**src/rtl/alu.sv**
```systemverilog
// Two-operand ALU: add/subtract, bit-gated AND, XOR and logical shifts.
// out_val is purely combinational; out_q/carry_q/zero_q register it one cycle later.
module alu #(
    parameter int WIDTH = 8
) (
    input  logic             clk,
    input  logic             rst_n,
    input  logic [WIDTH-1:0] in1,
    input  logic [WIDTH-1:0] in2,
    input  logic [1:0]       alu_op,
    input  logic             sub,
    output logic [WIDTH-1:0] out_val,
    output logic [WIDTH-1:0] out_q,
    output logic             carry_q,
    output logic             zero_q
);

    logic [WIDTH:0] sum_s;
    logic [WIDTH:0] shl_s;
    logic [WIDTH:0] shr_s;
    logic           carry_d;
    logic           zero_d;

    // Widened arithmetic and shifts: the extra bit carries the carry/borrow or the last bit shifted out.
    always_comb begin
        sum_s = {WIDTH+1{1'b0}};
        if (sub) begin
            sum_s = {1'b0, in1} - {1'b0, in2};
        end else begin
            sum_s = {1'b0, in1} + {1'b0, in2};
        end
        shl_s = {1'b0, in1} << in2;
        shr_s = {in1, 1'b0} >> in2;
    end

    // Result and carry selection by operation.
    always_comb begin
        out_val = {WIDTH{1'b0}};
        carry_d = 1'b0;
        case (alu_op)
            2'b00: begin
                out_val = sum_s[WIDTH-1:0];
                carry_d = sum_s[WIDTH];
            end
            2'b01: begin
                out_val = in1 & {WIDTH{in2[0]}};
                carry_d = 1'b0;
            end
            2'b10: begin
                out_val = in1 ^ in2;
                carry_d = 1'b0;
            end
            2'b11: begin
                if (sub) begin
                    out_val = shr_s[WIDTH:1];
                    carry_d = shr_s[0];
                end else begin
                    out_val = shl_s[WIDTH-1:0];
                    carry_d = shl_s[WIDTH];
                end
            end
            default: begin
                out_val = {WIDTH{1'b0}};
                carry_d = 1'b0;
            end
        endcase
    end

    assign zero_d = (out_val == {WIDTH{1'b0}});

    // Output registers; reset clears them immediately and holds them clear.
    always_ff @(posedge clk or negedge rst_n) begin
        if (!rst_n) begin
            out_q   <= {WIDTH{1'b0}};
            carry_q <= 1'b0;
            zero_q  <= 1'b0;
        end else begin
            out_q   <= out_val;
            carry_q <= carry_d;
            zero_q  <= zero_d;
        end
    end

endmodule

```
**config.mk**
```make
export PLATFORM = sky130hd
export DESIGN_NAME = alu
export DESIGN_NICKNAME = d
export VERILOG_FILES = /design/src/rtl/alu.sv
export SDC_FILE = /design/constraint.sdc
export NUM_CORES = 1
export LEC_CHECK = 0
export ABC_CLOCK_PERIOD_IN_PS = 2870
export CAP_MARGIN = 20
export CORE_ASPECT_RATIO = 1.4
export CORE_MARGIN = 5
export CORE_UTILIZATION = 30
export CTS_CLUSTER_DIAMETER = 40
export CTS_CLUSTER_SIZE = 30
export DETAILED_ROUTE_END_ITERATION = 12
export DONT_BUFFER_PORTS = 1
export GPL_ROUTABILITY_DRIVEN = 0
export GPL_TIMING_DRIVEN = 0
export PLACE_DENSITY = 0.48
export SYNTH_ARGS = -nofsm -noshare
export SYNTH_HDL_FRONTEND = slang
export SYNTH_SLANG_ARGS = --single-unit
```
**constraint.sdc**
```tcl
create_clock -name clk -period 2.87 [get_ports clk]
set_input_delay 0.1435 -clock clk [delete_from_list [all_inputs] [get_ports clk]]
set_output_delay 0.1435 -clock clk [all_outputs]
set_load 0.03 [all_outputs]
```
* After elaboration in Yosys (flattened, before gate mapping) *
Cells that the tools add are included.

storage, ports and cells
  register bits after elaboration = 10
  input bits = 21
  output and inout bits = 18
  word-level logic and storage cells = 20

operators by class
  add/sub/neg operators = 2
  equal/unequal tests = 3
  shift operators = 2
  muxes and demuxes = 5
  bitwise gates (word level) = 2
  reductions and logical operators = 3

operators by type and width
  operator                                                                number
  8-bit case mux with 4 select lines                                      1
  8-bit by 8-bit adder with 9-bit output                                  1
  9-bit two-way mux                                                       1
  8-bit by 8-bit left shift with 9-bit output                             1
  9-bit by 8-bit >> shifter with 9-bit output                             1
  8-bit by 8-bit subtractor with 9-bit output                             1
  8-bit bitwise AND                                                       1
  8-bit zero test                                                         1
  8-bit two-way mux                                                       1
  8-bit bitwise XOR                                                       1
  2-bit equality test (second input constant)                             2
  1-bit case mux with 3 select lines                                      1
  2-bit by 1-bit equality test with 1-bit output (second input constant)  1
  2-bit zero test                                                         1
  2-bit OR reduction                                                      1
  1-bit two-way mux                                                       1

* Logic depth before layout (Yosys ltp) *
Gate-level depths: netlist of the first run.

  depth after elaboration = 4
  depth in mapped cells = 13

* Least setup slack after synthesis of the first run *
No wires, ideal clock.

  path type = input to register
  start point = input port sub
  end point = register out_q[5]
  data arrival time = 2648 ps
  setup slack = 16 ps
  stages = 9
  path buffers = 2
  cell sequence = clkbuf_1 buf_1 mux2i_1 ha_1 nor2b_1 o21a_1 o21ai_0 mux2i_1 o21ai_0

between the ends
  cells in the longest elaborated chain, start to end = 2
  elaborated cells between the ends (all ways) = 3
  classes of those cells = 3 x mux

ends and longest elaborated chain
  item                                                           RTL line  source
  start: declaration                                             11        input logic sub,
  8-bit two-way mux / 9-bit two-way mux (equally long branches)  54, 27
  8-bit case mux with 4 select lines (*)                         40        case (alu_op)
  net out_val[5]                                                 12        output logic [WIDTH-1:0] out_val,
  end signal: assignment                                         74        out_q <= {WIDTH{1'b0}};
  end signal: assignment                                         78        out_q <= out_val;
  end: declaration                                               13        output logic [WIDTH-1:0] out_q,

Mark *: on every way through the listed nets, which the timed path passes. The rest lies on a longest branch.

* Worst setup path after layout of the first run *
  start point = input port sub
  end point = output port out_val[7]

between the ends
  cells in the longest elaborated chain, start to end = 2
  elaborated cells between the ends (all ways) = 3
  classes of those cells = 3 x mux

ends and longest elaborated chain
  item                                                           RTL line
  8-bit two-way mux / 9-bit two-way mux (equally long branches)  54, 27
  8-bit case mux with 4 select lines (*)                         40
  end: declaration                                               12

Mark *: on every way between the ends. The rest lies on a longest branch, timed or not.

==> flow_metrics.tcl, run 1 <==
set metrics [dict create \
    antenna_cells 0 \
    worst_pin_slew_ns 1.16 \
    numCtsBuffers 3 \
    postSynth.asyncResetShare_pct 100 \
    drtPass1Iterations 4 \
    clkSlewWorstSetupHoldPaths_ns 0.04 \
    syn_to_final_growth_pct 11.7 \
    drc 0 \
    drive_above_1_share_pct 16.3 \
    finalHoldViolCount 0 \
    synthSimpleGateAreaFrac_pct 20.8 \
    required_ns 2.73 \
    grt_pass1_wl_um 10000 \
    yosys_warnings 0 \
    die_w_um 77.2 \
    grt_pass1_vias 1834 \
    critPathArrivalTime_ns 2.60 \
    synth_edf_count 0 \
    cp_slowest_cell "o211ai_4" \
    crit_top_cell "o21a_1" \
    yosysUniqueCellTypes 60 \
    io_buffers 0 \
    coreArea_um2 6210 \
    io_pins 39 \
    layout.nets 273 \
    critPathMaxStageDelay_ns 0.35 \
    synth_xor_area_share_pct 6.46 \
    post-route-period-util_pct 95.6 \
    syn_area_per_cell_um2 8.05 \
    synth-seq-cells 10 \
    multi_input_area_um2 1550 \
    drt_wl_total_um 6300 \
    seq_area_um2 250 \
    htreeDepth 1 \
    critPathLaunchType "input pin" \
    synth_area_um2 1900 \
    syn_nets 268 \
    place_hpwl_um 5140 \
    antenna_left 0 \
    relSlewSlack_pct 21.4 \
    power_density_nw_per_um2 357 \
    synth_flop_cell "dfrtp_1" \
    p_leak_nw 0.811 \
    ys_seq_area_share_pct 13.2 \
    clock.fmax_mhz 364 \
    finalNonFillerCells 312 \
    cp_max_fo 10 \
    cts_buffer_depth 2 \
    peakVddDrop_mv 0.175 \
    period_minus_slack_ns 2.74 \
    die_area_um2 8040 \
    end_kind "output pin" \
    grt_max_degree 11 \
    via_per_inst 5.86 \
    place_area_um2 1990 \
    wl_per_cell_um 20.2 \
    initial_utilization_pct 30.6 \
    worstPathCellList "clkbuf_1, buf_2, mux2i_1, ha_1, nor2b_1, o21a_1, o31a_1, o21a_1, o211ai_4" \
    synth_cells 236 \
    rows 34 \
    status "finished clean" \
    finalSetupViolCount 0 \
    hold_path_class "input pin to flip-flop" \
    vias 1829 \
    cts_tree "built" \
    drt_iter0_drc 88 \
    cap_viol_max_count 0 \
    critPathKind "input pin to output pin" \
    synthMuxAreaShare_pct 17.6 \
    cts_root_buf "clkbuf_8" \
    synth_adder_area_share_pct 7.64 \
    synth_top_family_by_area "compound AO/OA/AOI/OAI gates" \
    fill_cells 675 \
    final_area_um2 2120 \
    cts_sinks 10 \
    report.final.slew_viol_count 0 \
    antenna_found_initial 0 \
    rsz0062_at_grt "no" \
    grt_use_total_pct 15.2 \
    synth_compound_area_share_pct 25.6 \
    dp_cells 308 \
    die_h_um 104 \
    grt.overflow.total 0 \
]
-- registers in the layout (all words and copies together) (netlist names) --
register	cells
carry_q	1
out_q	8
zero_q	1
-- final cells by class --
| cell class | count | area share, % |
|---|---|---|
| Multi-Input combinational cell | 191 | 72.9 |
| Sequential cell | 10 | 11.8 |
| Buffer | 22 | 5.66 |
| Tap cell | 72 | 4.25 |
| Clock buffer | 4 | 2.60 |
| Inverter | 12 | 2.30 |
| Timing Repair Buffer | 1 | 0.472 |
-- what timing repair did --
| item | in CTS | in global routing |
|---|---|---|
| gates resized for setup | 10 | 7 |
| endpoints found under the hold margin | 10 | 0 |
| gates cloned | 0 | 0 |
| buffers inserted | 0 | 0 |
| hold buffers | 1 | 0 |
| setup endpoints to repair | 10 | 7 |
-- cell usage in the layout (no fill, tap or decap), types with 3 or more instances in the layout --
cell	n
nand3_1	6
a211oi_1	4
o22ai_1	3
nor3_1	5
o21ai_0	7
a31oi_1	6
or3_1	5
nand4_1	3
buf_2	5
mux2i_1	12
dfrtp_1	10
nor2b_1	5
clkbuf_1	11
mux4_1	3
nor4_1	5
xnor2_1	13
a21oi_1	15
mux4_2	4
ha_1	10
nand2_1	9
nor2_1	17
inv_1	11
o211ai_1	3
clkbuf_8	4
nand2b_1	4
o21a_1	4
mux2_2	4
buf_4	3
-- report_power, final --
group          internal [mW]  switching, mW
Clock                  0.120         0.0480
Combinational          0.152          0.238
Sequential             0.159         0.0416
-- worst paths after layout --
check / start / endpoint / slack (ns) / depth (start not counted)
max in group asynchronous: rst_n / carry_q / 2.30 / 1
worst max-delay path: sub / out_val[7] / 0.13 / 9
min in group asynchronous: rst_n / out_q[2] / 0.28 / 1
worst min-delay path: in1[6] / zero_q / 0.16 / 3
-- per-layer routing --
layer / up-vias / routed length [um] / track usage (%)
met1: 863 / 2360 / 16.6
met3: 14 / 289 / 1.73
met5: - / 0 / 0
met2: 57 / 3470 / 29.5
met4: 0 / 170 / 4.79
li1: 895 / - / -
-- metrics by stage --
step	hold WS [ns]	util [%]	TNS, ns	power [mW]	setup slack (ns)
finish	0.156	34.1	0	0.758	0.126
global route	0.160	34.1	0	0.808	0.00564
detailed placement	-0.152	32.0	-3.09	0.569	-0.533
global placement	-0.152	32.0	-3.50	0.569	-0.565
CTS	0.157	33.7	0	0.757	0.0393
floorplan	-0.152	-	0	0.496	0.0156
-- Yosys cell counts, types with 6 or more instances --
library cell	instances	area, um^2
nor2_1	19	71.3
a21oi_1	17	85.1
xnor2_1	13	114
clkbuf_1	12	45.0
mux2i_1	12	120
inv_1	11	41.3
dfrtp_1	10	250
ha_1	10	125
nand2_1	10	37.5
o21ai_0	8	40.0
a31oi_1	6	37.5
nand3_1	6	30.0
-- critical path, delay by kind of cell --
family / cells / cell delay (ns)
simple gates: 1 / 0.13
fa+ha+maj: 1 / 0.28
compound gates: 4 / 1.06
buf+inv: 2 / 0.64
mux: 1 / 0.34
-- logic make-up (layout without fill, tap and decap cells) --
group,after synthesis,in the layout
AND/OR/NAND/NOR,73,73
AO/OA/AOI/OAI,70,70
buffers and inverters,35,39
multiplexers,23,23
XOR/XNOR,14,14
adder cells (fa/ha/maj),11,11
flip-flops,10,10
Power figures use the tool's default switching activity.
==> run 2: changes to the inputs <==
--- a/config.mk
+++ b/config.mk
@@ -5,7 +5,7 @@
 export SDC_FILE = /design/constraint.sdc
 export NUM_CORES = 1
 export LEC_CHECK = 0
-export ABC_CLOCK_PERIOD_IN_PS = 2870
+export ABC_CLOCK_PERIOD_IN_PS = 2200
 export CAP_MARGIN = 20
 export CORE_ASPECT_RATIO = 1.4
 export CORE_MARGIN = 5
@@ -16,7 +16,7 @@
 export DONT_BUFFER_PORTS = 1
 export GPL_ROUTABILITY_DRIVEN = 0
 export GPL_TIMING_DRIVEN = 0
-export PLACE_DENSITY = 0.48
+export PLACE_DENSITY = 0.54
 export SYNTH_ARGS = -nofsm -noshare
 export SYNTH_HDL_FRONTEND = slang
 export SYNTH_SLANG_ARGS = --single-unit
==> constraint.sdc (replaced) <==
create_clock -name clk -period 2.2 [get_ports clk]
set_input_delay 0.11 -clock clk [delete_from_list [all_inputs] [get_ports clk]]
set_output_delay 0.11 -clock clk [all_outputs]
set_load 0.03 [all_outputs]
==> run 2 against run 1 <==
Net effect:
- the run now ends with setup timing left
- worst setup slack got worse by 0.17 ns
- sequential cell count unchanged
- design area increased by 15%
- utilization increased by 5.2 points
- sequential share of layout area decreased by 1.6 points
- die area unchanged
- count of clock-buffer cells in the layout decreased by 1
- critical path type unchanged
- largest power group unchanged
==> flow_metrics.tcl, run 2 (synthesized netlist as in run 1, its figures left out) <==
set metrics [dict create \
    violations "setup timing" \
    utilization_pct 39.4 \
    antenna_found_initial 0 \
    required_ns 2.09 \
    power_density_nw_per_um2 429 \
    grt_pass1_vias 1953 \
    rows 34 \
    antenna_left 0 \
    critPathLaunchType "input pin" \
    clkSlewWorstSetupHoldPaths_ns 0.04 \
    place_hpwl_um 5050 \
    finalSetupViolCount 1 \
    period_minus_slack_ns 2.25 \
    worst_pin_slew_ns 0.760 \
    numCtsBuffers 3 \
    finalHoldViolCount 0 \
    initial_utilization_pct 30.6 \
    end_kind "output pin" \
    htreeDepth 1 \
    report.final.slew_viol_count 0 \
    cts_tree "built" \
    relSlewSlack_pct 48.6 \
    drc 0 \
    grt_pass1_wl_um 10100 \
    clock.fmax_mhz 445 \
    antenna_cells 0 \
    fin_ws_ns -0.0462 \
    grt_max_degree 11 \
    cap_viol_max_count 0 \
    cts_buffer_depth 2 \
    cp_max_fo 3 \
    coreArea_um2 6210 \
    final_cell_mix "18 x buf_4, 16 x nor2_1, 13 x xnor2_1, 13 x a21oi_1" \
    power_mw 1.05 \
    via_per_inst 5.86 \
    status "finished with violations" \
    die_w_um 77.2 \
    top_register "out_q" \
    critPathKind "input pin to output pin" \
    rsz0062_at_grt "yes" \
    grt_use_total_pct 15.2 \
    peakVddDrop_mv 0.185 \
    grt.overflow.total 0 \
    syn_to_final_growth_pct 28.7 \
    wl_per_cell_um 19.7 \
    drt_iter0_drc 77 \
    final_common_cell "buf_4" \
    die_area_um2 8040 \
    largest_register_ffs 8 \
    cts_root_buf "clkbuf_8" \
    critPathArrivalTime_ns 2.14 \
    drive_above_1_share_pct 29.7 \
    io_buffers 0 \
    die_h_um 104 \
    worstSetupStartpoint "in2[0]" \
    top_regs "out_q (8), carry_q (1), zero_q (1)" \
    io_pins 39 \
    hold_path_class "input pin to flip-flop" \
    vias 1923 \
    layout.nets 290 \
    p_leak_nw 0.933 \
    endpoint "out_val[7]" \
    drt_wl_total_um 6450 \
    post-route-period-util_pct 102 \
    cts_sinks 10 \
    drtPass1Iterations 4 \
]
[run 2: layer usage]
| metal | global-route usage (%) | up-vias | share of wire [%] |
|---|---|---|---|
| met5 | 0 | - | 0 |
| met2 | 28.4 | 59 | 53 |
| met3 | 2.69 | 19 | 5.9 |
| met4 | 5.77 | 0 | 2.9 |
| li1 | - | 935 | - |
| met1 | 16.7 | 910 | 38 |
[run 2: through the flow]
stage | worst slack, ns | hold WS [ns] | area (um^2) | TNS (ns) | cells
final | -0.0462 | 0.0992 | 2440 | -0.0462 | 328
after global routing | -0.154 | 0.105 | 2440 | -0.517 | 328
after CTS | -0.0772 | 0.121 | 2280 | -0.147 | 319
after detailed placement | -0.506 | -0.185 | 2110 | -2.64 | 308
after global placement | -0.459 | -0.185 | 2110 | -2.37 | 308
after floorplan | -0.116 | -0.186 | 2020 | -0.265 | 236
[run 2: timing repair]
action,CTS,global route
hold buffers,1,0
endpoints found under the setup margin,10,7
pin swaps,12,13
buffers inserted,7,8
gates resized for setup,15,21
hold endpoints to repair,10,0
[run 2: worst min-delay path by stage]
stage / startpoint / end / slack, ns / depth (start not counted)
global route: in1[6] / zero_q / 0.10 / 3
detailed placement: rst_n / out_q[5] / -0.19 / 0
global placement: rst_n / out_q[5] / -0.19 / 0
finish: in1[6] / zero_q / 0.1 / 3
floorplan: rst_n / carry_q / -0.19 / 0
CTS: in1[6] / zero_q / 0.12 / 3
[run 2: worst max-delay path, stage by stage]
cell	delay, ns
buf_12	0.10
buf_8	0.11
inv_4	0.04
ha_4	0.19
mux2i_4	0.17
ha_1	0.25
nor2b_1	0.12
o21a_1	0.19
o31a_1	0.29
o21a_1	0.22
o211ai_4	0.32
[run 2: layout make-up]
type	instances	area, um^2
Tap cell	72	90.1
Clock buffer	3	41.3
Multi-Input combinational cell	191	1670
Inverter	12	60.1
Timing Repair Buffer	17	140
Fill cell	622	3770
Buffer	23	193
Sequential cell	10	250
[run 2: power breakdown]
group / internal, mW / switching [mW]
Sequential: 0.207 / 0.0543
Combinational: 0.267 / 0.350
Clock: 0.118 / 0.0520
Total: 0.592 / 0.456
